File: config.mk
export PLATFORM = sky130hd
export DESIGN_NAME = id_stage_flat
export DESIGN_NICKNAME = d
export VERILOG_FILES = /design/src/rtl/mips_pkg.sv /design/src/rtl/id_stage_if.sv /design/src/rtl/ins_fields.sv /design/src/rtl/id_stage.sv /design/src/flat_wrapper.sv
export SDC_FILE = /design/constraint.sdc
export NUM_CORES = 1
export LEC_CHECK = 0
export BUFFER_PORTS_ARGS = -buffer_cell sky130_fd_sc_hd__buf_2
export CORE_MARGIN = 10
export CORE_UTILIZATION = 53
export CTS_CLUSTER_DIAMETER = 60
export DETAILED_ROUTE_END_ITERATION = 10
export GPL_TIMING_DRIVEN = 0
export PLACE_DENSITY = 0.91
export SYNTH_ARGS = -nofsm -noshare
export SYNTH_HDL_FRONTEND = slang
export SYNTH_HIERARCHICAL = 1
export SYNTH_SLANG_ARGS = --single-unit
File: constraint.sdc
create_clock -name clk -period 6.4 [get_ports clk]
set_input_delay 1.28 -clock clk [delete_from_list [all_inputs] [get_ports clk]]
set_output_delay 1.28 -clock clk [all_outputs]
set_load 0.005 [all_outputs]
File: src/rtl/mips_pkg.sv
// Shared MIPS decode definitions: opcode constants, instruction class and
// the register-operand usage helper used by the load-use interlock.
package mips_pkg;

  localparam logic [5:0] OP_RTYPE = 6'h00;
  localparam logic [5:0] OP_J     = 6'h02;
  localparam logic [5:0] OP_JAL   = 6'h03;
  localparam logic [5:0] OP_BEQ   = 6'h04;
  localparam logic [5:0] OP_BNE   = 6'h05;
  localparam logic [5:0] OP_ANDI  = 6'h0C;
  localparam logic [5:0] OP_ORI   = 6'h0D;
  localparam logic [5:0] OP_XORI  = 6'h0E;
  localparam logic [5:0] OP_LUI   = 6'h0F;
  localparam logic [5:0] OP_LW    = 6'h23;
  localparam logic [5:0] OP_SW    = 6'h2B;

  typedef enum logic [1:0] {
    CLS_R = 2'b00,
    CLS_I = 2'b01,
    CLS_J = 2'b10
  } ins_class_t;

  // Opcodes that read rt as a source operand.
  function automatic logic op_uses_rt(input logic [5:0] op);
    return (op == OP_RTYPE) || (op == OP_SW) || (op == OP_BEQ) || (op == OP_BNE);
  endfunction

endpackage

File: src/rtl/id_stage_if.sv
// Fetch-to-execute bundle around the decode stage: input handshake with the
// raw instruction, output handshake with the decoded fields.
interface id_stage_if #(
  parameter int XLEN = 32,
  parameter int PC_W = 32
);
  logic            in_valid;
  logic            in_ready;
  logic [31:0]     in_ins;
  logic [PC_W-1:0] in_pc;

  logic            out_valid;
  logic            out_ready;
  logic [5:0]      out_op;
  logic [5:0]      out_funct;
  logic [4:0]      out_rs;
  logic [4:0]      out_rt;
  logic [4:0]      out_rd;
  logic [4:0]      out_shamt;
  logic [XLEN-1:0] out_imm;
  logic [PC_W-1:0] out_jtarget;
  logic [1:0]      out_class;
  logic [PC_W-1:0] out_pc;

  modport slave (
    input  in_valid, in_ins, in_pc, out_ready,
    output in_ready, out_valid, out_op, out_funct, out_rs, out_rt, out_rd,
           out_shamt, out_imm, out_jtarget, out_class, out_pc
  );

  modport master (
    output in_valid, in_ins, in_pc, out_ready,
    input  in_ready, out_valid, out_op, out_funct, out_rs, out_rt, out_rd,
           out_shamt, out_imm, out_jtarget, out_class, out_pc
  );
endinterface

File: src/rtl/ins_fields.sv
// Combinational instruction slicer: field extraction, immediate extension,
// class decode and jump-target formation.
module ins_fields
  import mips_pkg::*;
#(
  parameter int XLEN = 32,
  parameter int PC_W = 32
) (
  input  logic [31:0]     ins,
  input  logic [PC_W-1:0] pc,
  output logic [5:0]      op,
  output logic [5:0]      funct,
  output logic [4:0]      rs,
  output logic [4:0]      rt,
  output logic [4:0]      rd,
  output logic [4:0]      shamt,
  output logic [XLEN-1:0] imm,
  output logic [PC_W-1:0] jtarget,
  output ins_class_t      cls,
  output logic            uses_rt,
  output logic            is_lw
);

  logic signed [15:0] imm16;
  logic [PC_W-1:0]    pc_plus4;

  assign op     = ins[31:26];
  assign rs     = ins[25:21];
  assign rt     = ins[20:16];
  assign rd     = ins[15:11];
  assign shamt  = ins[10:6];
  assign funct  = ins[5:0];
  assign imm16  = $signed(ins[15:0]);

  assign uses_rt = op_uses_rt(op);
  assign is_lw   = (op == OP_LW);

  always_comb begin
    imm = XLEN'(imm16);
    case (op)
      OP_ANDI, OP_ORI, OP_XORI: imm = XLEN'(ins[15:0]);
      OP_LUI:                   imm = XLEN'({ins[15:0], 16'h0000});
      default:                  imm = XLEN'(imm16);
    endcase
  end

  always_comb begin
    cls = CLS_I;
    case (op)
      OP_RTYPE:    cls = CLS_R;
      OP_J, OP_JAL: cls = CLS_J;
      default:     cls = CLS_I;
    endcase
  end

  assign pc_plus4 = pc + PC_W'(4);

  // Region bits come from the sequential PC, not the PC of the jump itself.
  generate
    if (PC_W > 28) begin : g_region
      assign jtarget = {pc_plus4[PC_W-1:28], ins[25:0], 2'b00};
    end else begin : g_noregion
      assign jtarget = {ins[25:0], 2'b00};
    end
  endgenerate

endmodule

File: src/rtl/id_stage.sv
// Registered decode stage with valid/ready handshake, flush, and a one-bubble
// load-use interlock that counts the bubbles it inserts.
module id_stage
  import mips_pkg::*;
#(
  parameter int XLEN = 32,
  parameter int PC_W = 32
) (
  input  logic        clk,
  input  logic        rst,
  input  logic        flush,
  id_stage_if.slave   bus,
  output logic [15:0] stall_cnt
);

  logic [5:0]      d_op, d_funct;
  logic [4:0]      d_rs, d_rt, d_rd, d_shamt;
  logic [XLEN-1:0] d_imm;
  logic [PC_W-1:0] d_jtarget;
  ins_class_t      d_cls;
  logic            d_uses_rt, d_is_lw;

  logic            vld_p0;
  logic [5:0]      op_p0, funct_p0;
  logic [4:0]      rs_p0, rt_p0, rd_p0, shamt_p0;
  logic [XLEN-1:0] imm_p0;
  logic [PC_W-1:0] jtarget_p0, pc_p0;
  ins_class_t      cls_p0;

  logic            ld_flag;
  logic [4:0]      ld_rt;
  logic            slot_free, hazard, accept, ld_set;

  function automatic logic [15:0] sat_inc(input logic [15:0] v);
    return (v == 16'hFFFF) ? v : v + 16'd1;
  endfunction

  ins_fields #(.XLEN(XLEN), .PC_W(PC_W)) u_fields (
    .ins     (bus.in_ins),
    .pc      (bus.in_pc),
    .op      (d_op),
    .funct   (d_funct),
    .rs      (d_rs),
    .rt      (d_rt),
    .rd      (d_rd),
    .shamt   (d_shamt),
    .imm     (d_imm),
    .jtarget (d_jtarget),
    .cls     (d_cls),
    .uses_rt (d_uses_rt),
    .is_lw   (d_is_lw)
  );

  assign slot_free = !vld_p0 || bus.out_ready;
  assign hazard    = bus.in_valid && ld_flag &&
                     ((d_rs == ld_rt) || (d_uses_rt && (d_rt == ld_rt)));
  assign bus.in_ready = slot_free && !hazard && !flush;
  assign accept    = bus.in_valid && bus.in_ready;
  assign ld_set    = d_is_lw && (d_rt != 5'd0);

  // ---- stage p0: control (valid, interlock tracking, bubble counter) ----
  always_ff @(posedge clk or posedge rst) begin
    if (rst) begin
      vld_p0    <= 1'b0;
      ld_flag   <= 1'b0;
      ld_rt     <= 5'd0;
      stall_cnt <= 16'd0;
    end else if (flush) begin
      vld_p0  <= 1'b0;
      ld_flag <= 1'b0;
    end else if (accept) begin
      vld_p0  <= 1'b1;
      ld_flag <= ld_set;
      if (ld_set) ld_rt <= d_rt;
    end else begin
      if (bus.out_ready) vld_p0 <= 1'b0;
      if (hazard && slot_free) begin
        ld_flag   <= 1'b0;
        stall_cnt <= sat_inc(stall_cnt);
      end
    end
  end

  // ---- stage p0: decoded fields, captured only on acceptance ----
  always_ff @(posedge clk or posedge rst) begin
    if (rst) begin
      op_p0      <= '0;
      funct_p0   <= '0;
      rs_p0      <= '0;
      rt_p0      <= '0;
      rd_p0      <= '0;
      shamt_p0   <= '0;
      imm_p0     <= '0;
      jtarget_p0 <= '0;
      pc_p0      <= '0;
      cls_p0     <= CLS_R;
    end else if (accept) begin
      op_p0      <= d_op;
      funct_p0   <= d_funct;
      rs_p0      <= d_rs;
      rt_p0      <= d_rt;
      rd_p0      <= d_rd;
      shamt_p0   <= d_shamt;
      imm_p0     <= d_imm;
      jtarget_p0 <= d_jtarget;
      pc_p0      <= bus.in_pc;
      cls_p0     <= d_cls;
    end
  end

  assign bus.out_valid   = vld_p0;
  assign bus.out_op      = op_p0;
  assign bus.out_funct   = funct_p0;
  assign bus.out_rs      = rs_p0;
  assign bus.out_rt      = rt_p0;
  assign bus.out_rd      = rd_p0;
  assign bus.out_shamt   = shamt_p0;
  assign bus.out_imm     = imm_p0;
  assign bus.out_jtarget = jtarget_p0;
  assign bus.out_class   = cls_p0;
  assign bus.out_pc      = pc_p0;

endmodule

File: src/flat_wrapper.sv
// flat-port wrapper written by rule: the top's interface ports become plain ports
module id_stage_flat import mips_pkg::*;
#(
  parameter int XLEN = 32,
  parameter int PC_W = 32
)
  (clk, rst, flush, stall_cnt, bus_in_valid, bus_in_ins, bus_in_pc, bus_out_ready, bus_in_ready, bus_out_valid, bus_out_op, bus_out_funct, bus_out_rs, bus_out_rt, bus_out_rd, bus_out_shamt, bus_out_imm, bus_out_jtarget, bus_out_class, bus_out_pc);
  id_stage_if #(.XLEN(XLEN), .PC_W(PC_W)) bus_i ();
  input  logic clk;
  input  logic rst;
  input  logic flush;
  output logic [15:0] stall_cnt;
  input wire logic [$bits(bus_i.in_valid)-1:0] bus_in_valid;
  input wire logic [$bits(bus_i.in_ins)-1:0] bus_in_ins;
  input wire logic [$bits(bus_i.in_pc)-1:0] bus_in_pc;
  input wire logic [$bits(bus_i.out_ready)-1:0] bus_out_ready;
  output wire logic [$bits(bus_i.in_ready)-1:0] bus_in_ready;
  output wire logic [$bits(bus_i.out_valid)-1:0] bus_out_valid;
  output wire logic [$bits(bus_i.out_op)-1:0] bus_out_op;
  output wire logic [$bits(bus_i.out_funct)-1:0] bus_out_funct;
  output wire logic [$bits(bus_i.out_rs)-1:0] bus_out_rs;
  output wire logic [$bits(bus_i.out_rt)-1:0] bus_out_rt;
  output wire logic [$bits(bus_i.out_rd)-1:0] bus_out_rd;
  output wire logic [$bits(bus_i.out_shamt)-1:0] bus_out_shamt;
  output wire logic [$bits(bus_i.out_imm)-1:0] bus_out_imm;
  output wire logic [$bits(bus_i.out_jtarget)-1:0] bus_out_jtarget;
  output wire logic [$bits(bus_i.out_class)-1:0] bus_out_class;
  output wire logic [$bits(bus_i.out_pc)-1:0] bus_out_pc;
  assign bus_i.in_valid = bus_in_valid;
  assign bus_i.in_ins = bus_in_ins;
  assign bus_i.in_pc = bus_in_pc;
  assign bus_i.out_ready = bus_out_ready;
  assign bus_in_ready = bus_i.in_ready;
  assign bus_out_valid = bus_i.out_valid;
  assign bus_out_op = bus_i.out_op;
  assign bus_out_funct = bus_i.out_funct;
  assign bus_out_rs = bus_i.out_rs;
  assign bus_out_rt = bus_i.out_rt;
  assign bus_out_rd = bus_i.out_rd;
  assign bus_out_shamt = bus_i.out_shamt;
  assign bus_out_imm = bus_i.out_imm;
  assign bus_out_jtarget = bus_i.out_jtarget;
  assign bus_out_class = bus_i.out_class;
  assign bus_out_pc = bus_i.out_pc;
  id_stage #(.XLEN(XLEN), .PC_W(PC_W)) u_core (.clk(clk), .rst(rst), .flush(flush), .bus(bus_i), .stall_cnt(stall_cnt));
endmodule
==> flow_summary.ini <==
[synthesis]
synthArstFlopShare_pct = 100
netlist_area_sq_mm = 0.00734
synth_warnings = 6
synth_seq_area_share_pct = 52.1
synth.distinct_cells = 37
synth.avg_cell_area_sq_um = 14.0
syn-instance-count = 525
synth_common_cells = 153 x dfrtp_1, 89 x mux2_4, 62 x buf_4
yosysTopAreaCell = dfrtp_1
synthTopCellsByArea = dfrtp_1 52%, mux2_4 18%, mux2_2 7.1%
synth-seq-cells = 153
yosys.area.top_type_share_pct = 52.1
synth_flop_cell = dfrtp_1
synth_most_common_cell = dfrtp_1
synth_edf_count = 0

[clocking]
cts-root-buf = clkbuf_16
postCtsSetupBuffers = 0
clk_pin_slew_worst_paths_ns = 0.05
cts_tree = done
cts.sinks = 153
cts_resized = 0
htreeDepth = 4
cts-buffers-inserted = 17
cts_hold_buffers = 0
clk_latency_ns = 0.41
clk_path_buf_depth = 2

[power]
cellLeakagePower_nw = 4.58
power_mw = 2.74
power_density_mw_per_mm2 = 298
worst_ir_drop_vdd_uv = 159

[global_routing]
grt_pass1_vias = 5458
grt_max_degree = 88
grt_pass1_wl_mm = 29.6
grt_antenna_before_repair = 0
grt_usage_pct = 20.1
grt_overflow_total = 0

[placed_design]
io_buffers = 206
hpwlAfterDp_mm = 14.6
gp_congestion = 0.824

[timing]
slew_headroom_pct = 58.5
min_period_ns = 4.61
finalClockSkew_ns = 0.00949
clock.fmax_ghz = 0.217
rsz0062_at_grt = no
setup_viol = 0
worst_pin_slew_ns = 0.622
hold_viol_final = 0
fin_crit_sh_pct = 72.0
slew_violations = 0

[drt]
drc_errors = 0
drtIter0Drc = 216
ant_nets = 0
routed_via_density = 5.26
drt_pre_antenna_iters = 5
vias = 4934
wl_per_cell_um = 20.5
routed_wl_mm = 19.2

[job]
maxCapViolCount = 0

[critical_path]
crit_required_ns = 5.12
path_max_fanout = 10
crit_type = in2out
r2r_cells = 7
critPathArrivalTime_ns = 3.33
rr_endpoint = u_core/bus.out_imm[27]
rrSetupSlack_ns = 4.26
worstSetupStartpointType = input port
timing.rr.start = u_core/ld_rt[3]
end_kind = primary output

[run_status]
status = finished clean

[floorplanning]
die_x_um = 138
rows = 42
core_sq_mm = 0.0134
die_area_sq_mm = 0.0190
io_pins = 217
start_util_pct = 54.8
dieHeight_um = 138

[layout]
nets = 822
fill_cells = 954
diodes = 0
syn2layout_area_growth_pct = 25.5
regArea_sq_mm = 0.00383
drive_above_1_share_pct = 59.6
utilization_pct = 68.7
multi_input_area_sq_mm = 0.00289

[min_path]
hp-start = u_core/bus.out_jtarget[31]
whs_path_depth = 1
min_to = u_core/bus.out_jtarget[31]
worstHoldPathType = reg2reg
==> registers in the layout (all words and copies together) (netlist names) <==
register and flops:
u_core/bus.out_imm 32, u_core/bus.out_jtarget 32, u_core/bus.out_pc 32, u_core/stall_cnt 16, u_core/bus.out_funct 6, u_core/bus.out_op 6, u_core/bus.out_rd 5, u_core/bus.out_rs 5
u_core/bus.out_rt 5, u_core/bus.out_shamt 5, u_core/ld_rt 5, u_core/bus.out_class 2, u_core/bus.out_valid 1, u_core/ld_flag 1
==> per-layer routing <==
layer	routed length, um	vias up	track usage [%]
met5	0	-	0
met4	306	0	6.78
met3	1900	31	6.85
met2	9400	215	33.5
met1	7600	2469	23.6
li1	-	2219	-
==> area by class of cell <==
cell class / count / share of cell area (%)
multi-input cells: 290 / 31.4
clock buffers: 21 / 5.00
plain buffers: 81 / 6.72
inverters: 2 / 0.136
well taps: 176 / 2.39
repair buffers: 207 / 11.5
flip-flops and latches: 153 / 41.6
clock inverters: 8 / 1.33
==> worst max-delay path, stage by stage <==
cell	delay [ns]
buf_2	0.16
or4_1	0.51
a21oi_1	0.19
nand3_1	0.13
o22ai_2	0.40
clkbuf_1	0.40
a21oi_1	0.12
buf_2	0.14
==> logic make-up (layout without fill, tap and decap cells) <==
family | after synthesis | after routing | share of synthesized area [%]
AOI/OAI and AO/OA | 25 | 25 | 2.47
adders and majority gates | 1 | 1 | 0.170
buffers and inverters | 83 | 319 | 8.54
xor gates and xnor gates | 29 | 29 | 3.46
muxes | 135 | 135 | 25.3
and+or+nand+nor | 98 | 98 | 7.91
other | 1 | 2 | 0.0511
DFF | 153 | 153 | 52.1
==> cell usage in the layout (no fill, tap or decap), types with 2 or more instances in the layout <==
cell / instances
nand2b_1: 3
nor3_1: 4
nor2b_1: 17
dfrtp_1: 153
a21o_1: 15
or3_1: 2
conb_1: 2
buf_2: 212
nand4_1: 22
buf_4: 62
bufinv_16: 3
clkinv_2: 3
nor4_1: 3
mux2_4: 89
buf_6: 10
clkinv_4: 2
mux2_2: 46
xnor2_1: 29
and3_1: 4
nor2_1: 7
nand2_1: 11
clkbuf_8: 2
or4_1: 2
a21oi_1: 4
clkbuf_1: 5
and2_1: 2
nand3_1: 14
o21ai_0: 2
clkbuf_16: 17
==> where the power goes <==
group / switching [mW] / total, mW / internal [mW]
Clock: 0.378 / 1.01 / 0.627
Combinational: 0.213 / 0.536 / 0.323
Sequential: 0.0894 / 1.20 / 1.11
Total: 0.681 / 2.74 / 2.06
==> stage by stage <==
step	setup TNS [ns]	instance area, sq um	hold WS, ns	instances	worst slack (ns)
2_1_floorplan	0	7350	0.488	526	0.999
3_3_place_gp	-115.73	8600	0.479	908	-0.768
3_5_place_dp	0	8630	0.490	909	1.80
4_1_cts	0	9210	0.503	938	1.79
5_1_grt	0	9210	0.517	938	1.67
6_report	0	9210	0.497	938	1.79
==> worst max path at each step <==
stage	from	to	slack, ns	cells past startpoint
floorplan	rst	u_core/bus.out_class[0]	1.0	1
finish	bus_in_ins[31]	bus_in_ready	1.79	8
detailed placement	bus_in_ins[31]	bus_in_ready	1.80	8
global route	bus_in_ins[26]	bus_in_ready	1.67	10
global placement	rst	u_core/bus.out_jtarget[22]	-0.77	2
CTS	bus_in_ins[31]	bus_in_ready	1.79	8
Note: power is estimated with default switching activity, not from simulation.
